### config.mk
export PLATFORM = sky130hd
export DESIGN_NAME = mem_wb_forward_source
export DESIGN_NICKNAME = d
export VERILOG_FILES = /design/src/rtl/mem_wb_forward_source.sv
export SDC_FILE = /design/constraint.sdc
export NUM_CORES = 1
export LEC_CHECK = 0
export CAP_MARGIN = 40
export CORE_MARGIN = 2
export CORE_UTILIZATION = 55
export CTS_BUF_LIST = sky130_fd_sc_hd__clkbuf_8
export DETAILED_ROUTE_END_ITERATION = 10
export DONT_BUFFER_PORTS = 1
export GPL_TIMING_DRIVEN = 0
export PLACE_DENSITY = 0.71
export SYNTH_ARGS = -nofsm -noshare
export SYNTH_HDL_FRONTEND = slang
export SYNTH_SLANG_ARGS = --single-unit
### constraint.sdc
create_clock -name clk -period 13.1 [get_ports clk]
set_input_delay 3.93 -clock clk [delete_from_list [all_inputs] [get_ports clk]]
set_output_delay 3.93 -clock clk [all_outputs]
set_load 0.05 [all_outputs]
### src/rtl/mem_wb_forward_source.sv
// MEM and WB pipeline registers feeding Execute's forwarding muxes.
// Also formats load data, drives the register-file write port and flags load-use hazards.
module mem_wb_forward_source (
  input  logic        clk,
  input  logic        rst,
  input  logic        freeze,
  input  logic        ex_valid,
  input  logic [4:0]  ex_rd,
  input  logic        ex_reg_we,
  input  logic        ex_is_load,
  input  logic [2:0]  ex_funct3,
  input  logic [31:0] ex_result,
  input  logic [31:0] dmem_rdata,
  input  logic [4:0]  id_rs1,
  input  logic [4:0]  id_rs2,
  input  logic        id_uses_rs1,
  input  logic        id_uses_rs2,
  output logic [31:0] previous,
  output logic [4:0]  prev_rd,
  output logic        prev_reg_we,
  output logic [31:0] writeback,
  output logic [4:0]  wb_rd,
  output logic        wb_reg_we,
  output logic        rf_we,
  output logic [4:0]  rf_wa,
  output logic [31:0] rf_wd,
  output logic        load_use_stall
);

  typedef struct packed {
    logic        valid;
    logic [4:0]  rd;
    logic        we;
    logic        ld;
    logic [2:0]  f3;
    logic [31:0] res;
  } stage_t;

  stage_t      mem_q, mem_d;
  stage_t      wb_q, wb_d;
  logic        held_q, held_d;
  logic [31:0] hold_q, hold_d;
  logic [7:0]  byte_sel;
  logic [15:0] half_sel;
  logic [31:0] ld_fmt;
  logic [31:0] wb_val;

  always_comb begin
    mem_d = mem_q;
    wb_d  = wb_q;
    if (!freeze) begin
      mem_d.valid = ex_valid;
      mem_d.rd    = ex_rd;
      mem_d.we    = ex_reg_we;
      mem_d.ld    = ex_is_load;
      mem_d.f3    = ex_funct3;
      mem_d.res   = ex_result;
      wb_d        = mem_q;
    end
  end

  always_comb begin
    byte_sel = dmem_rdata[7:0];
    unique case (wb_q.res[1:0])
      2'd0: byte_sel = dmem_rdata[7:0];
      2'd1: byte_sel = dmem_rdata[15:8];
      2'd2: byte_sel = dmem_rdata[23:16];
      2'd3: byte_sel = dmem_rdata[31:24];
      default: byte_sel = dmem_rdata[7:0];
    endcase
    half_sel = wb_q.res[1] ? dmem_rdata[31:16]
                           : dmem_rdata[15:0];
    unique case (wb_q.f3)
      3'b000:  ld_fmt = {{24{byte_sel[7]}}, byte_sel};
      3'b100:  ld_fmt = {24'd0, byte_sel};
      3'b001:  ld_fmt = {{16{half_sel[15]}}, half_sel};
      3'b101:  ld_fmt = {16'd0, half_sel};
      default: ld_fmt = dmem_rdata;
    endcase
  end

  // Live memory data only on the first WB cycle; the hold copy after that.
  always_comb begin
    held_d = freeze;
    hold_d = held_q ? hold_q : ld_fmt;
    wb_val = wb_q.res;
    if (wb_q.ld) begin
      wb_val = held_q ? hold_q : ld_fmt;
    end
  end

  always_ff @(posedge clk or posedge rst) begin
    if (rst) begin
      mem_q  <= '0;
      wb_q   <= '0;
      held_q <= 1'b0;
      hold_q <= '0;
    end else begin
      mem_q  <= mem_d;
      wb_q   <= wb_d;
      held_q <= held_d;
      hold_q <= hold_d;
    end
  end

  assign previous    = mem_q.res;
  assign prev_rd     = mem_q.rd;
  assign prev_reg_we = mem_q.valid & mem_q.we & ~mem_q.ld;

  assign writeback = wb_val;
  assign wb_rd     = wb_q.rd;
  assign wb_reg_we = wb_q.valid & wb_q.we;

  assign rf_we = wb_reg_we & (wb_q.rd != 5'd0) & ~freeze;
  assign rf_wa = wb_q.rd;
  assign rf_wd = wb_val;

  assign load_use_stall = ex_valid & ex_is_load & ex_reg_we
                        & (ex_rd != 5'd0)
                        & ((id_uses_rs1 & (id_rs1 == ex_rd))
                         | (id_uses_rs2 & (id_rs2 == ex_rd)));

endmodule

==> metrics.md <==
| Metric | Value |
|---|---|
| Mapped Area | 6250 µm² |
| Clock skew | 0.00536 ns |
| Top cell type's share of synthesized area | 47.6% |
| Detailed placement HPWL | 11.7 mm |
| Distinct cells, synth | 38 |
| Die W | 111 µm |
| Area occupied by multi-input gates | 2560 µm² |
| Syn Area/Cell | 10.6 µm² |
| Root Buffer | clkbuf_8 |
| Worst min-delay path category | reg -> reg |
| Reg clk slew, reported paths | 0.07 ns |
| Top FF cell, synth | dfrtp_1 |
| Ranking of synthesized cells by area | dfrtp_1 48%, mux2_2 15%, buf_4 9.6%, a21oi_1 3.4%, nand2_1 3.1% |
| Most common cell after layout, fill and taps aside | dfrtp_1 |
| Peak VDD IR | 0.149 mV |
| Post-synthesis mux area share | 17.3% |
| Slew HR | 43.9% |
| Status | completed |
| Top cell by count, worst path | buf_4 |
| Switching Fraction | 42.0% |
| Routed vias/inst | 5.83 |
| Share of layout cells above drive strength 1 | 38.3% |
| Gr usage total | 25.9% |
| Final std cells w/o fill | 780 |
| Register area | 2980 µm² |
| # setup viols final | 0 |
| Num CTS Buffers | 17 |
| Starting density of the core | 56.9% |
| Sequential share of the synthesized area | 47.6% |
| P_sw | 551 µW |
| Most frequent cells in the layout | 119 x dfrtp_1, 98 x buf_4, 86 x mux2_2 |
| Residual DRC | 0 |
| DRT Wirelength | 15.6 mm |
| Max-cap violations | 0 |
| Crit path cell chain | mux4_2, nor4b_4, nor2_2, a221oi_2, buf_4, buf_1, buf_4 |
| Slowest stage delay, CP | 0.45 ns |
| Number of flops mapped to enable cells by yosys | 0 |
| Core ar. | 11,000 µm² |
| CP Launch Type | input port |
| Clk pwr share | 27.1% |
| Cell family with most CP delay | simple AND/OR/NAND/NOR gates |
| Die area | 12,200 µm² |
| 1st-iter DRT viols | 303 |
| ANT cells | 0 |
| Tcrit/Tclk final | 73.1% |
| Fillers | 891 |
| RSZ-0062 raised after global routing | no |
| CP required | 9.17 ns |
| Largest area contributor in the netlist | dfrtp_1 |
| Placer Congestion | 0.882 |
| Post-Syn Instances | 588 |
| Largest fanout on the critical path | 8 |
| TritonRoute pass-1 iters | 4 |
| Post-Synth Adder-Cell Area | 0% |
| Worst-margin pin slew | 0.838 ns |
| Sink Count | 119 |
| DR WL/cell | 20.0 µm |
| Sequential power share | 34.2% |
| PostCTS Resize Cnt | 0 |
| Post-synthesis compound-gate area fraction | 12.7% |
| Cell Rows | 38 |
| Synth Area in Simple Gates | 8.69% |
| Grt total ovfl | 0 |
| Post-CTS Setup Inserts | 0 |
| Synth warn | 0 |
| Nets | 717 |
| Vias in the first global route | 4,496 |
| P_int | 761 µW |
| Period minus WS final | 9.58 ns |
| Largest net degree at the start of global routing | 68 |
| Antenna violations before repair | 0 |
| Max Freq | 104 MHz |
| Asr flop ratio synth | 100% |
| Clk buf depth | 2 |
| Max-slew violations | 0 |
| Port bufs | 0 |
| First-pass GRT wire length | 24.5 mm |
| Routed Antenna Nets | 0 |
| Die Y | 111 µm |
| I/O pin cnt | 205 |
| Max H-tree Level | 4 |
| Critical path capture point type | primary output |
| Vias | 4,545 |
| Setup TNS | 0 ns |
| WS Path Type | in -> out |
| Crit-path slowest cell | nor2_2 |
| Worst path bufs/invs | 3 |
| Largest family of logic cells by synthesized area | multiplexers |
| Hold buffers post-CTS | 0 |
| Post-synth net total | 678 |
| Crit path arrival time | 5.65 ns |
| Comb pwr share | 38.7% |
| Placed cells | 748 |
| Hold Violations, Final | 0 |
| Power per cell area | 185 nW/µm² |
| Layout area overhead | 13.3% |
| XOR/XNOR share of the synthesized area | 1.40% |
| Synthesis-stage register bit count | 119 |
| Clk Latency, worst-skew pair | 0.44 ns |
| CTS tree | done |
| Leakage | 3.12 nW |
-- per-layer routing --
metal	wire (µm)	vias up	global-route usage (%)
met5	0	-	0
met4	312	0	9.33
met3	1200	22	7.79
met2	7420	210	41.0
met1	6670	2254	33.8
li1	-	2059	-
-- power groups by stage --
stage / Sequential [mW] / Clock [mW] / Combinational [mW]
finish: 0.449 / 0.356 / 0.507
global route: 0.454 / 0.382 / 0.531
CTS: 0.448 / 0.364 / 0.508
detailed placement: 0.455 / 0 / 0.507
global placement: 0.453 / 0 / 0.477
floorplan: 0.443 / 0 / 0.437
-- flip-flops by register name (all words and copies together) (netlist names) --
register and flops:
rf_wa 5, held_q 1, mem_q 6, prev_rd 5, wb_q 38, previous 32
hold_q 32
-- cells by family (layout without fill, tap and decap cells) --
kind of cell / Yosys count / in the layout
AO/OA/AOI/OAI: 128 / 128
flip-flops: 119 / 119
AND/OR/NAND/NOR: 113 / 113
multiplexers: 96 / 96
buffers and inverters: 122 / 174
XOR/XNOR: 10 / 10
-- synthesized netlist by cell type (5+ instances only) --
library cell,instances
a21oi_1,43
a221oi_1,8
a22o_1,8
a22oi_1,8
a31oi_1,8
a32oi_1,5
buf_1,5
buf_2,9
buf_4,80
clkbuf_1,20
dfrtp_1,119
inv_1,7
mux2_2,86
mux2i_1,9
nand2_1,51
nor2_1,27
nor2b_1,20
o211ai_1,6
o21ai_0,36
xor2_1,8
-- worst reg2reg max path: cells and delay by family (launching register included) --
family,cells,cell delay (ns)
mux,1,0.25
flops,1,0.36
compound gates,3,0.64
buf+inv,2,0.47
-- per-stage QoR --
step	hold WS, ns	setup slack, ns	total power [mW]	util, %	instance area, µm²
final	0.484	3.52	1.31	64.5	7080
after global routing	0.511	3.45	1.37	64.5	7080
after CTS	0.482	3.52	1.32	64.5	7080
after detailed placement	0.464	3.52	0.962	60.6	6650
after global placement	0.458	2.75	0.930	58.5	6420
after floorplan	0.444	2.99	0.880	-	6250
-- worst paths after layout --
path,startpoint,to,cells past startpoint,slack (ns)
setup / recovery,dmem_rdata[31],writeback[11],7,3.52
hold / removal,hold_q[6],hold_q[6],2,0.48
setup reg to reg,wb_q[1],hold_q[27],6,11.25
hold reg to reg,hold_q[6],hold_q[6],2,0.48
max in group asynchronous,rst,previous[8],2,9.01
min in group asynchronous,rst,previous[23],1,3.39
-- final cells by class --
class / count / area share (%)
clock inverter: 13 / 2.40
tap: 140 / 2.47
clock buffer: 19 / 3.69
sequential: 119 / 42.0
buffer: 114 / 10.4
timing repair buffer: 20 / 2.35
inverter: 8 / 0.495
multi-input combinational: 347 / 36.1
No activity file was read; power rests on OpenSTA's default activity.
